--- src/rtl/layer_sequencer.sv ---
// layer_sequencer: launches NUM_STAGES compute stages of the digit-recognition
// datapath one after another, with a programmable start delay, optional
// preemption by a new start, a per-stage watchdog and frame status pulses.
//
// Ports:
//   clock       in   system clock, rising edge
//   reset       in   synchronous, active-high
//   start       in   level request to run a frame
//   done        in   [NUM_STAGES] per-stage completion level
//   go          out  [NUM_STAGES] one-cycle launch pulse for the current stage
//   stage       out  [SW] index of the current stage (0 when idle)
//   busy        out  high whenever a frame is in progress
//   frame_done  out  one-cycle pulse after the last stage completes
//   error       out  one-cycle pulse when the watchdog expires
module layer_sequencer #(
    parameter int unsigned NUM_STAGES  = 2,
    parameter int unsigned START_DELAY = 2,
    parameter int unsigned PREEMPT     = 1,
    parameter int unsigned TIMEOUT     = 0,
    localparam int unsigned SW         = (NUM_STAGES > 1) ? $clog2(NUM_STAGES) : 1,
    localparam int unsigned CNT_MAX    = (START_DELAY > TIMEOUT) ? START_DELAY : TIMEOUT,
    localparam int unsigned CW         = (CNT_MAX > 0) ? $clog2(CNT_MAX + 1) : 1
) (
    input  logic                  clock,
    input  logic                  reset,
    input  logic                  start,
    input  logic [NUM_STAGES-1:0] done,
    output logic [NUM_STAGES-1:0] go,
    output logic [SW-1:0]         stage,
    output logic                  busy,
    output logic                  frame_done,
    output logic                  error
);

    typedef enum logic [1:0] {
        S_IDLE  = 2'd0,
        S_DELAY = 2'd1,
        S_GO    = 2'd2,
        S_WAIT  = 2'd3
    } state_t;

    localparam logic [SW-1:0] LAST_STAGE   = SW'(NUM_STAGES - 1);
    localparam logic [CW-1:0] DELAY_LAST   = CW'((START_DELAY > 0) ? START_DELAY - 1 : 0);
    localparam logic [CW-1:0] TIMEOUT_LAST = CW'((TIMEOUT > 0) ? TIMEOUT - 1 : 0);
    // With no start delay a new frame launches stage 0 straight away.
    localparam state_t        LAUNCH       = (START_DELAY > 0) ? S_DELAY : S_GO;

    state_t          r_state;
    logic [SW-1:0]   r_stage;
    logic [CW-1:0]   r_cnt;
    logic            r_frame_done;
    logic            r_error;

    // Only the done bit of the stage being waited on matters.
    logic            w_done_cur;
    assign w_done_cur = done[r_stage];

    // Sequencer state, stage index, shared delay/watchdog counter and pulses.
    always_ff @(posedge clock) begin
        if (reset) begin
            r_state      <= S_IDLE;
            r_stage      <= '0;
            r_cnt        <= '0;
            r_frame_done <= 1'b0;
            r_error      <= 1'b0;
        end else begin
            r_frame_done <= 1'b0;
            r_error      <= 1'b0;
            case (r_state)
                S_IDLE: begin
                    if (start) begin
                        r_state <= LAUNCH;
                        r_stage <= '0;
                        r_cnt   <= '0;
                    end
                end
                S_DELAY: begin
                    if (r_cnt == DELAY_LAST) begin
                        r_state <= S_GO;
                        r_cnt   <= '0;
                    end else begin
                        r_cnt <= r_cnt + CW'(1);
                    end
                end
                S_GO: begin
                    r_state <= S_WAIT;
                    r_cnt   <= '0;
                end
                S_WAIT: begin
                    if (w_done_cur) begin
                        if (r_stage != LAST_STAGE) begin
                            if ((PREEMPT != 0) && start) begin
                                // New frame request overrides the one in flight.
                                r_state <= LAUNCH;
                                r_stage <= '0;
                                r_cnt   <= '0;
                            end else begin
                                r_state <= S_GO;
                                r_stage <= r_stage + SW'(1);
                            end
                        end else begin
                            r_state      <= S_IDLE;
                            r_stage      <= '0;
                            r_frame_done <= 1'b1;
                        end
                    end else if ((TIMEOUT != 0) && (r_cnt == TIMEOUT_LAST)) begin
                        r_state <= S_IDLE;
                        r_stage <= '0;
                        r_error <= 1'b1;
                    end else begin
                        r_cnt <= r_cnt + CW'(1);
                    end
                end
                default: begin
                    r_state <= S_IDLE;
                    r_stage <= '0;
                end
            endcase
        end
    end

    // Outputs decoded from registered state only.
    assign go         = (r_state == S_GO) ? (NUM_STAGES'(1) << r_stage) : '0;
    assign stage      = r_stage;
    assign busy       = (r_state != S_IDLE);
    assign frame_done = r_frame_done;
    assign error      = r_error;

endmodule
--- config.mk ---
export PLATFORM = sky130hd
export DESIGN_NAME = layer_sequencer
export DESIGN_NICKNAME = d
export VERILOG_FILES = /design/src/rtl/layer_sequencer.sv
export SDC_FILE = /design/constraint.sdc
export NUM_CORES = 1
export LEC_CHECK = 0
export BUFFER_PORTS_ARGS = -buffer_cell sky130_fd_sc_hd__buf_2
export CAP_MARGIN = 10
export CORE_AREA = 2 2 39 41
export CTS_CLUSTER_SIZE = 25
export DETAILED_ROUTE_END_ITERATION = 12
export DIE_AREA = 0 0 41 43
export HOLD_SLACK_MARGIN = 0.06
export PLACE_DENSITY_LB_ADDON = 0.05
export SLEW_MARGIN = 5
export SYNTH_ARGS = -nofsm -noshare
export SYNTH_HDL_FRONTEND = slang
export SYNTH_SLANG_ARGS = --single-unit
--- constraint.sdc ---
create_clock -name clock -period 1.8 [get_ports clock]
set_clock_uncertainty 0.1 [all_clocks]
set_input_delay 0.45 -clock clock [delete_from_list [all_inputs] [get_ports clock]]
set_output_delay 0.45 -clock clock [all_outputs]
set_load 0.01 [all_outputs]
==> flow_metrics.env, run 1 <==
export IMPL_yosysMostFrequentCell="dfxtp_1"
export IMPL_std_cell_rows=14
export IMPL_hpwl_um=707.1
export IMPL_synth_edf_count=0
export IMPL_drt_iter0_drc=6
export IMPL_critPathKind="reg -> out"
export IMPL_dp_cells=73
export IMPL_finalSetupTns_ns=0
export IMPL_cts_setup_buffers=0
export IMPL_finalSetupViolations=0
export IMPL_io_buffers=9
export IMPL_p_leak_nw=0.2115
export IMPL_diodes=0
export IMPL_ys_seq_elements=6
export IMPL_dieArea_mm2=0.001763
export IMPL_viasPerCell=5.092
export IMPL_finalCriticalPeriod_ns=1.709
export IMPL_grt_max_degree=13
export IMPL_grt_use_total=0.1358
export IMPL_crit_required_ns=1.25
export IMPL_min_period_over_period=0.9495
export IMPL_dr_pass1_iters=3
export IMPL_rsz0062_at_grt="no"
export IMPL_drive_above_1_share=0.3333
export IMPL_yosysUniqueCellTypes=27
export IMPL_antenna_found_initial=0
export IMPL_fin_nets=69
export IMPL_gp_congestion=0.7092
export IMPL_post_dp_cell_area_um2=461.7
export IMPL_wl_um=929
export IMPL_syn_cell_area_um2=407.9
export IMPL_syn_nets=57
export IMPL_dieHeight_um=43
export IMPL_startpoint_type="flop"
export IMPL_clk_pin_slew_ns=0.04
export IMPL_synth_sequential_area_ratio=0.2945
export IMPL_crit_fanout=12
export IMPL_stdcell_area_um2=485.5
export IMPL_hold_violations=0
export IMPL_cts_tree="done"
export IMPL_synth_area_leaders="dfxtp_1 29%, ha_1 6.1%, inv_1 4.6%"
export IMPL_grt_overflow_total=0
export IMPL_pwr_density_cell_mw_per_mm2=712.9
export IMPL_finalNonFillerCells=76
export IMPL_min_path_type="in -> reg"
export IMPL_cp_arrival_ns=1.16
export IMPL_numCtsBuffers=3
export IMPL_postSynthAreaPerCell_um2=8.158
export IMPL_cap_violations=0
export IMPL_outcome="completed"
export IMPL_wl_per_cell_um=12.22
export IMPL_ys_flop_type="dfxtp_1"
export IMPL_coreArea_mm2=0.001384
export IMPL_synth_commonest_cells="6 x dfxtp_1, 5 x inv_1"
export IMPL_cts_path_max_buffers=2
export IMPL_cts_sinks=6
export IMPL_antenna_left=0
export IMPL_cts_max_level=1
export IMPL_start_util=0.2948
export IMPL_synthCells=50
export IMPL_grt_pass1_wl_mm=1.642
export IMPL_dieWidth_um=41
export IMPL_grt_pass1_vias=383
export IMPL_slew_viol_final=0
export IMPL_worstSkewPairLatency_ns=0.24
export IMPL_max_freq_ghz=0.5851
export IMPL_drc=0
export IMPL_synth_top_area_share=0.2945
export IMPL_cp_end_kind="primary output"
export IMPL_ir_worst_vdd_mv=0.3758
export IMPL_synth_warnings=0
export IMPL_design_portCount=11
export IMPL_root_buffer="clkbuf_4"
export IMPL_synth_top_area_cell="dfxtp_1"
export IMPL_async_flop_share=0
export IMPL_vias=387
export IMPL_syn_to_final_growth_pct=19.02
[metal layers]
metal,vias up,share of wire,track usage
met5,-,0,0
li1,200,-,-
met2,12,0.46,0.2000
met4,0,0,0.02000
met3,0,0.073,0.06283
met1,175,0.46,0.1812
[cells in the final DEF, fill, tap and decap left out]
master and n:
and3_2 1, dfxtp_1 5, or2_2 1, inv_1 5
buf_4 2, nand2b_1 3, ha_1 2, o22a_1 1
o311a_2 1, nor3_1 3, nand2_1 3, a21oi_1 2
or4_4 1, clkbuf_4 3, and2b_2 1, a2bb2oi_1 1
a311oi_1 2, a31oi_1 2, o221ai_1 1, o32ai_1 1
nor3b_1 1, conb_1 1, buf_2 9, dfxtp_2 1
o21ai_0 3, nor2_1 2, mux2i_1 1, and3b_1 1
[layout make-up]
| class | instances | area [um^2] |
|---|---|---|
| well taps | 16 | 20.02 |
| inverters | 5 | 18.77 |
| flip-flops and latches | 6 | 121.4 |
| repair buffers | 11 | 60.06 |
| clock buffers | 3 | 22.52 |
| fillers | 161 | 898.4 |
| multi-input cells | 35 | 242.7 |
[state kept, by name, indices dropped and copies added (netlist names)]
signal      cells
stage           1
r_state         2
r_cnt           2
frame_done      1
[timing repair]
| item | in CTS | in global routing |
|---|---|---|
| resized for setup | 0 | 1 |
| endpoints found under the setup margin | 0 | 1 |
| hold buffers | 0 | 0 |
[worst paths after layout]
kind         slack, ns  startpoint         end  cells past startpoint
max               0.09  r_state[1]        busy                      2
min               0.36       reset  r_state[0]                      2
max reg2reg       0.24  r_state[1]    r_cnt[0]                      3
min reg2reg       0.41    r_cnt[1]    r_cnt[1]                      2
[power by group]
group | switching, mW | internal [mW] | total (mW)
Sequential | 0.0167 | 0.142 | 0.159
Clock | 0.0464 | 0.0753 | 0.122
Combinational | 0.0331 | 0.0327 | 0.0657
Total | 0.0962 | 0.250 | 0.346
[critical path, cell delays in order, from the launching register on]
cell and delay, ns:
dfxtp_1 0.42, or2_2 0.36, buf_2 0.15
[logic make-up (layout without fill, tap and decap cells)]
logic type	Yosys count	count (layout)	synth area share
AOI/OAI and AO/OA	14	14	0.2485
adders and majority gates	2	2	0.06134
buffers and inverters	9	19	0.1104
DFF	6	6	0.2945
muxes	1	1	0.02454
other	1	1	0.009194
and+or+nand+nor	17	17	0.2516
[stage by stage]
stage | setup slack [ns] | utilization | hold WS, ns | total power [mW]
floorplan | 0.3877 | - | 0.3720 | 0.2027
global placement | 0.2874 | 0.3336 | 0.4035 | 0.2260
detailed placement | 0.2227 | 0.3336 | 0.3975 | 0.2255
CTS | 0.03178 | 0.3499 | 0.3561 | 0.3525
global route | 0.01455 | 0.3508 | 0.3727 | 0.3764
finish | 0.09096 | 0.3508 | 0.3594 | 0.3461
No activity file was read; power rests on OpenSTA's default activity.
==> run 2: changes to the inputs <==
==> constraint.sdc (replaced) <==
create_clock -name clock -period 2.15 [get_ports clock]
set_clock_uncertainty 0.1 [all_clocks]
set_input_delay 0.5375 -clock clock [delete_from_list [all_inputs] [get_ports clock]]
set_output_delay 0.5375 -clock clock [all_outputs]
set_load 0.01 [all_outputs]
==> run 2 against run 1 <==
Effect of this change:
- via count fell by 1.8%
- cell area fell by 3.4%
- largest power group unchanged
- clock power fell by 15%
- critical path type unchanged
==> flow_metrics.env, run 2 (synthesis results as in run 1) <==
export IMPL_fin_nets=67
export IMPL_min_path_type="reg -> reg"
export IMPL_finalSetupViolations=0
export IMPL_layout_commonest_cell="buf_2"
export IMPL_drt_iter0_drc=10
export IMPL_grt_max_degree=16
export IMPL_cts_path_max_buffers=2
export IMPL_crit_fanout=12
export IMPL_numCtsBuffers=3
export IMPL_ff_latch_area_um2=120.1
export IMPL_max_freq_ghz=0.5290
export IMPL_drive_above_1_share=0.2931
export IMPL_design_portCount=11
export IMPL_root_buffer="clkbuf_4"
export IMPL_dieWidth_um=41
export IMPL_grt_pass1_wl_mm=1.531
export IMPL_reg_top3="r_cnt: 2 flops, r_state: 2 flops"
export IMPL_dieArea_mm2=0.001763
export IMPL_cts_max_level=1
export IMPL_multi_input_area_um2=242.7
export IMPL_p_leak_nw=0.2016
export IMPL_holdBufCountCts=0
export IMPL_ctsResizeCount=0
export IMPL_cts_setup_buffers=0
export IMPL_fillers=163
export IMPL_hpwl_um=696.1
export IMPL_diodes=0
export IMPL_vias=380
export IMPL_slew_viol_final=0
export IMPL_cp_end_kind="primary output"
export IMPL_pwr_density_cell_mw_per_mm2=617.5
export IMPL_cts_tree="done"
export IMPL_viasPerCell=5.135
export IMPL_gp_congestion=0.6794
export IMPL_io_buffers=9
export IMPL_coreArea_mm2=0.001384
export IMPL_cap_violations=0
export IMPL_hold_violations=0
export IMPL_dr_pass1_iters=4
export IMPL_final_cell_mix="9 x buf_2, 6 x dfxtp_1, 5 x inv_1"
export IMPL_finalSetupTns_ns=0
export IMPL_antenna_found_initial=0
export IMPL_finalCriticalPeriod_ns=1.890
export IMPL_grt_pass1_vias=353
export IMPL_grt_overflow_total=0
export IMPL_syn_to_final_growth_pct=15.03
export IMPL_worstSkewPairLatency_ns=0.25
export IMPL_clk_pin_slew_ns=0.05
export IMPL_drc=0
export IMPL_critPathKind="reg -> out"
export IMPL_std_cell_rows=14
export IMPL_wl_um=869
export IMPL_ir_worst_vdd_mv=0.2352
export IMPL_start_util=0.2948
export IMPL_wl_per_cell_um=11.74
export IMPL_crit_required_ns=1.51
export IMPL_cts_sinks=6
export IMPL_startpoint_type="flop"
export IMPL_grt_use_total=0.1341
export IMPL_min_period_over_period=0.8793
export IMPL_outcome="completed"
export IMPL_cp_arrival_ns=1.25
export IMPL_post_dp_cell_area_um2=446.7
export IMPL_rsz0062_at_grt="no"
export IMPL_dieHeight_um=43
export IMPL_stdcell_area_um2=469.2
export IMPL_antenna_left=0
## run 2: cell type report
cell class	count	share of cell area
clock buffers	3	0.04800
inverters	5	0.04000
multi-input cells	35	0.5173
flip-flops and latches	6	0.2560
well taps	16	0.04267
repair buffers	9	0.09600
## run 2: path summary, 6_finish.rpt
path              startpoint  endpoint  slack [ns]  depth (start not counted)
hold reg to reg     r_cnt[1]  r_cnt[1]        0.41                          2
hold / removal      r_cnt[1]  r_cnt[1]        0.41                          2
setup / recovery  r_state[0]     go[1]        0.26                          3
setup reg to reg  r_state[1]  r_cnt[0]        0.48                          3
## run 2: worst max-delay path, cell delays in order (launching register included)
cell	delay, ns
dfxtp_1	0.52
inv_1	0.12
and3_2	0.22
buf_2	0.13
## run 2: through the flow
step	hold slack, ns	total power [mW]	cells	setup WS [ns]	utilization
global placement	0.3981	0.1858	71	0.5320	0.3228
global route	0.4483	0.3148	74	0.1729	0.3391
CTS	0.4127	0.2935	74	0.2798	0.3391
finish	0.4072	0.2897	74	0.2596	0.3391
detailed placement	0.4042	0.1874	71	0.4998	0.3228
floorplan	0.3720	0.1697	50	0.6502	-
## run 2: layer usage
layer | vias up | share of wire | GRT usage
met5 | - | 0 | 0
met4 | 0 | 0.025 | 0.08000
met3 | 4 | 0.081 | 0.07853
met2 | 12 | 0.45 | 0.1750
met1 | 169 | 0.45 | 0.1624
li1 | 195 | - | -
## run 2: where the power goes
group	internal (mW)	switching [mW]
clock	0.0631	0.0408
sequential	0.118	0.0147
combinational	0.0258	0.0270
==> run 3: changes to the inputs <==
==> constraint.sdc (replaced) <==
create_clock -name clock -period 2.15 [get_ports clock]
set_clock_uncertainty 0.1 [all_clocks]
set_input_delay 0.5375 -clock clock [delete_from_list [all_inputs] [get_ports clock]]
set_output_delay 0.5375 -clock clock [all_outputs]
set_load 0.1 [all_outputs]
==> run 3 against run 2 <==
Effect of this change:
- clock-buffer cell count is the same
- sequential cell count unchanged
- core utilization rose by 2.3 points
- die area is the same
- largest cell class unchanged
- routed wire length grew 8.4%
- global-route usage fell by 0.96 points
- critical path depth stayed put
- hold slack improved by 0.0012 ns
- combinational power rose by 82%
- total power up 14%
==> flow_metrics.env, run 3 (synthesis results as in run 1) <==
export IMPL_layout_commonest_cell="buf_2"
export IMPL_post_dp_cell_area_um2=478.0
export IMPL_holdBufCountCts=0
export IMPL_crit_fanout=12
export IMPL_max_freq_ghz=0.4968
export IMPL_dieArea_mm2=0.001763
export IMPL_cts_path_max_buffers=2
export IMPL_min_path_type="reg -> reg"
export IMPL_clk_pin_slew_ns=0.05
export IMPL_ctsResizeCount=0
export IMPL_startpoint_type="flop"
export IMPL_min_period_over_period=0.9363
export IMPL_crit_path_cell_trace="inv_1, and3_2, buf_2"
export IMPL_dieHeight_um=43
export IMPL_final_cell_mix="8 x buf_2, 5 x inv_1, 5 x dfxtp_1"
export IMPL_drt_iter0_drc=15
export IMPL_hpwl_um=715
export IMPL_critPathSlowestCell="dfxtp_1"
export IMPL_cp_end_kind="primary output"
export IMPL_cp_arrival_ns=1.38
export IMPL_wl_um=942
export IMPL_grt_use_total=0.1245
export IMPL_clkPwrFrac=0.319
export IMPL_p_int_uw=211.8
export IMPL_start_util=0.2948
export IMPL_fin_nets=68
export IMPL_drive_above_1_share=0.3390
export IMPL_combPwrFrac=0.290
export IMPL_fillers=155
export IMPL_pre_cts_ws_ns=0.4197
export IMPL_ir_worst_vdd_mv=0.2285
export IMPL_vias=396
export IMPL_cts_sinks=6
export IMPL_grt_pass1_vias=341
export IMPL_dieWidth_um=41
export IMPL_cts_tree="done"
export IMPL_hold_violations=0
export IMPL_drc=0
export IMPL_io_buffers=9
export IMPL_cp_top_family="flip-flops"
export IMPL_power_uw=331.1
export IMPL_gp_congestion=0.7639
export IMPL_grt_overflow_total=0
export IMPL_cts_max_level=1
export IMPL_rsz0062_at_grt="no"
export IMPL_wl_per_cell_um=12.56
export IMPL_antenna_found_initial=0
export IMPL_slowest_delay_ns=0.51
export IMPL_root_buffer="clkbuf_4"
export IMPL_numCtsBuffers=3
export IMPL_stdcell_area_um2=500.5
export IMPL_p_switching_uw=119.3
export IMPL_critPathKind="reg -> out"
export IMPL_swShare=0.3603
export IMPL_worstSkewPairLatency_ns=0.24
export IMPL_cap_violations=0
export IMPL_p_seq_frac=0.391
export IMPL_viasPerCell=5.280
export IMPL_coreArea_mm2=0.001384
export IMPL_final_core_util=0.3617
export IMPL_design_portCount=11
export IMPL_syn_to_final_growth_pct=22.70
export IMPL_pwr_density_cell_mw_per_mm2=661.6
export IMPL_reg_top3="r_cnt: 2 flops, r_state: 2 flops"
export IMPL_grt_pass1_wl_mm=1.462
export IMPL_std_cell_rows=14
export IMPL_p_leak_nw=0.2101
export IMPL_crit_required_ns=1.51
export IMPL_fin_ws_ns=0.1370
export IMPL_critPathBufInv=2
export IMPL_finalSetupViolations=0
export IMPL_diodes=0
export IMPL_slew_viol_final=0
export IMPL_finalSetupTns_ns=0
export IMPL_dr_pass1_iters=4
export IMPL_grt_max_degree=13
export IMPL_finalCriticalPeriod_ns=2.013
export IMPL_outcome="completed"
export IMPL_cts_setup_buffers=0
export IMPL_antenna_left=0
## run 3: changes by cell type in the layout (fill, tap and decap cells not counted)
cell,delta
buf_4,+1
dfxtp_1,-1
buf_12,+1
dfxtp_2,+1
buf_2,-1
nor2_4,+1
nor2_1,-1
## run 3: stage by stage
step,std cells,hold slack [ns]
after floorplan,50,0.3720
after global placement,72,0.4032
after detailed placement,72,0.4053
after CTS,75,0.4133
after global routing,75,0.4378
final,75,0.4084
## run 3: path summary, 6_finish.rpt
| check | cells after the start | slack (ns) | end | start |
|---|---|---|---|---|
| worst max register to register | 4 | 0.52 | r_cnt[0] | r_state[1] |
| worst min register to register | 2 | 0.41 | r_cnt[1] | r_cnt[1] |
| worst min-delay path | 2 | 0.41 | r_cnt[1] | r_cnt[1] |
| worst max-delay path | 3 | 0.14 | go[1] | r_state[0] |
## run 3: cell type report
cell class              count  area, um^2  share of cell area
multi-input cells          35       250.2              0.5000
flip-flops and latches      6       121.4              0.2425
repair buffers             10       67.56              0.1350
clock buffers               3       22.52             0.04500
well taps                  16       20.02             0.04000
inverters                   5       18.77             0.03750
## run 3: power groups by stage
stage | registers, mW | logic, mW | clock network [mW]
floorplan | 0.125 | 0.0807 | 0
global placement | 0.131 | 0.0962 | 0
detailed placement | 0.131 | 0.0962 | 0
CTS | 0.129 | 0.0966 | 0.111
global route | 0.131 | 0.104 | 0.121
finish | 0.130 | 0.0961 | 0.105
## run 3: worst min-delay path, cell delays in order, from the launching register on
cell	delay (ns)
dfxtp_1	0.32
nand2b_1	0.07
o32ai_1	0.07
## run 3: metal layers
layer,track usage,share of wire
met1,0.1608,0.42
met2,0.1719,0.46
met3,0.05236,0.11
met4,0.06000,0.0085
met5,0,0
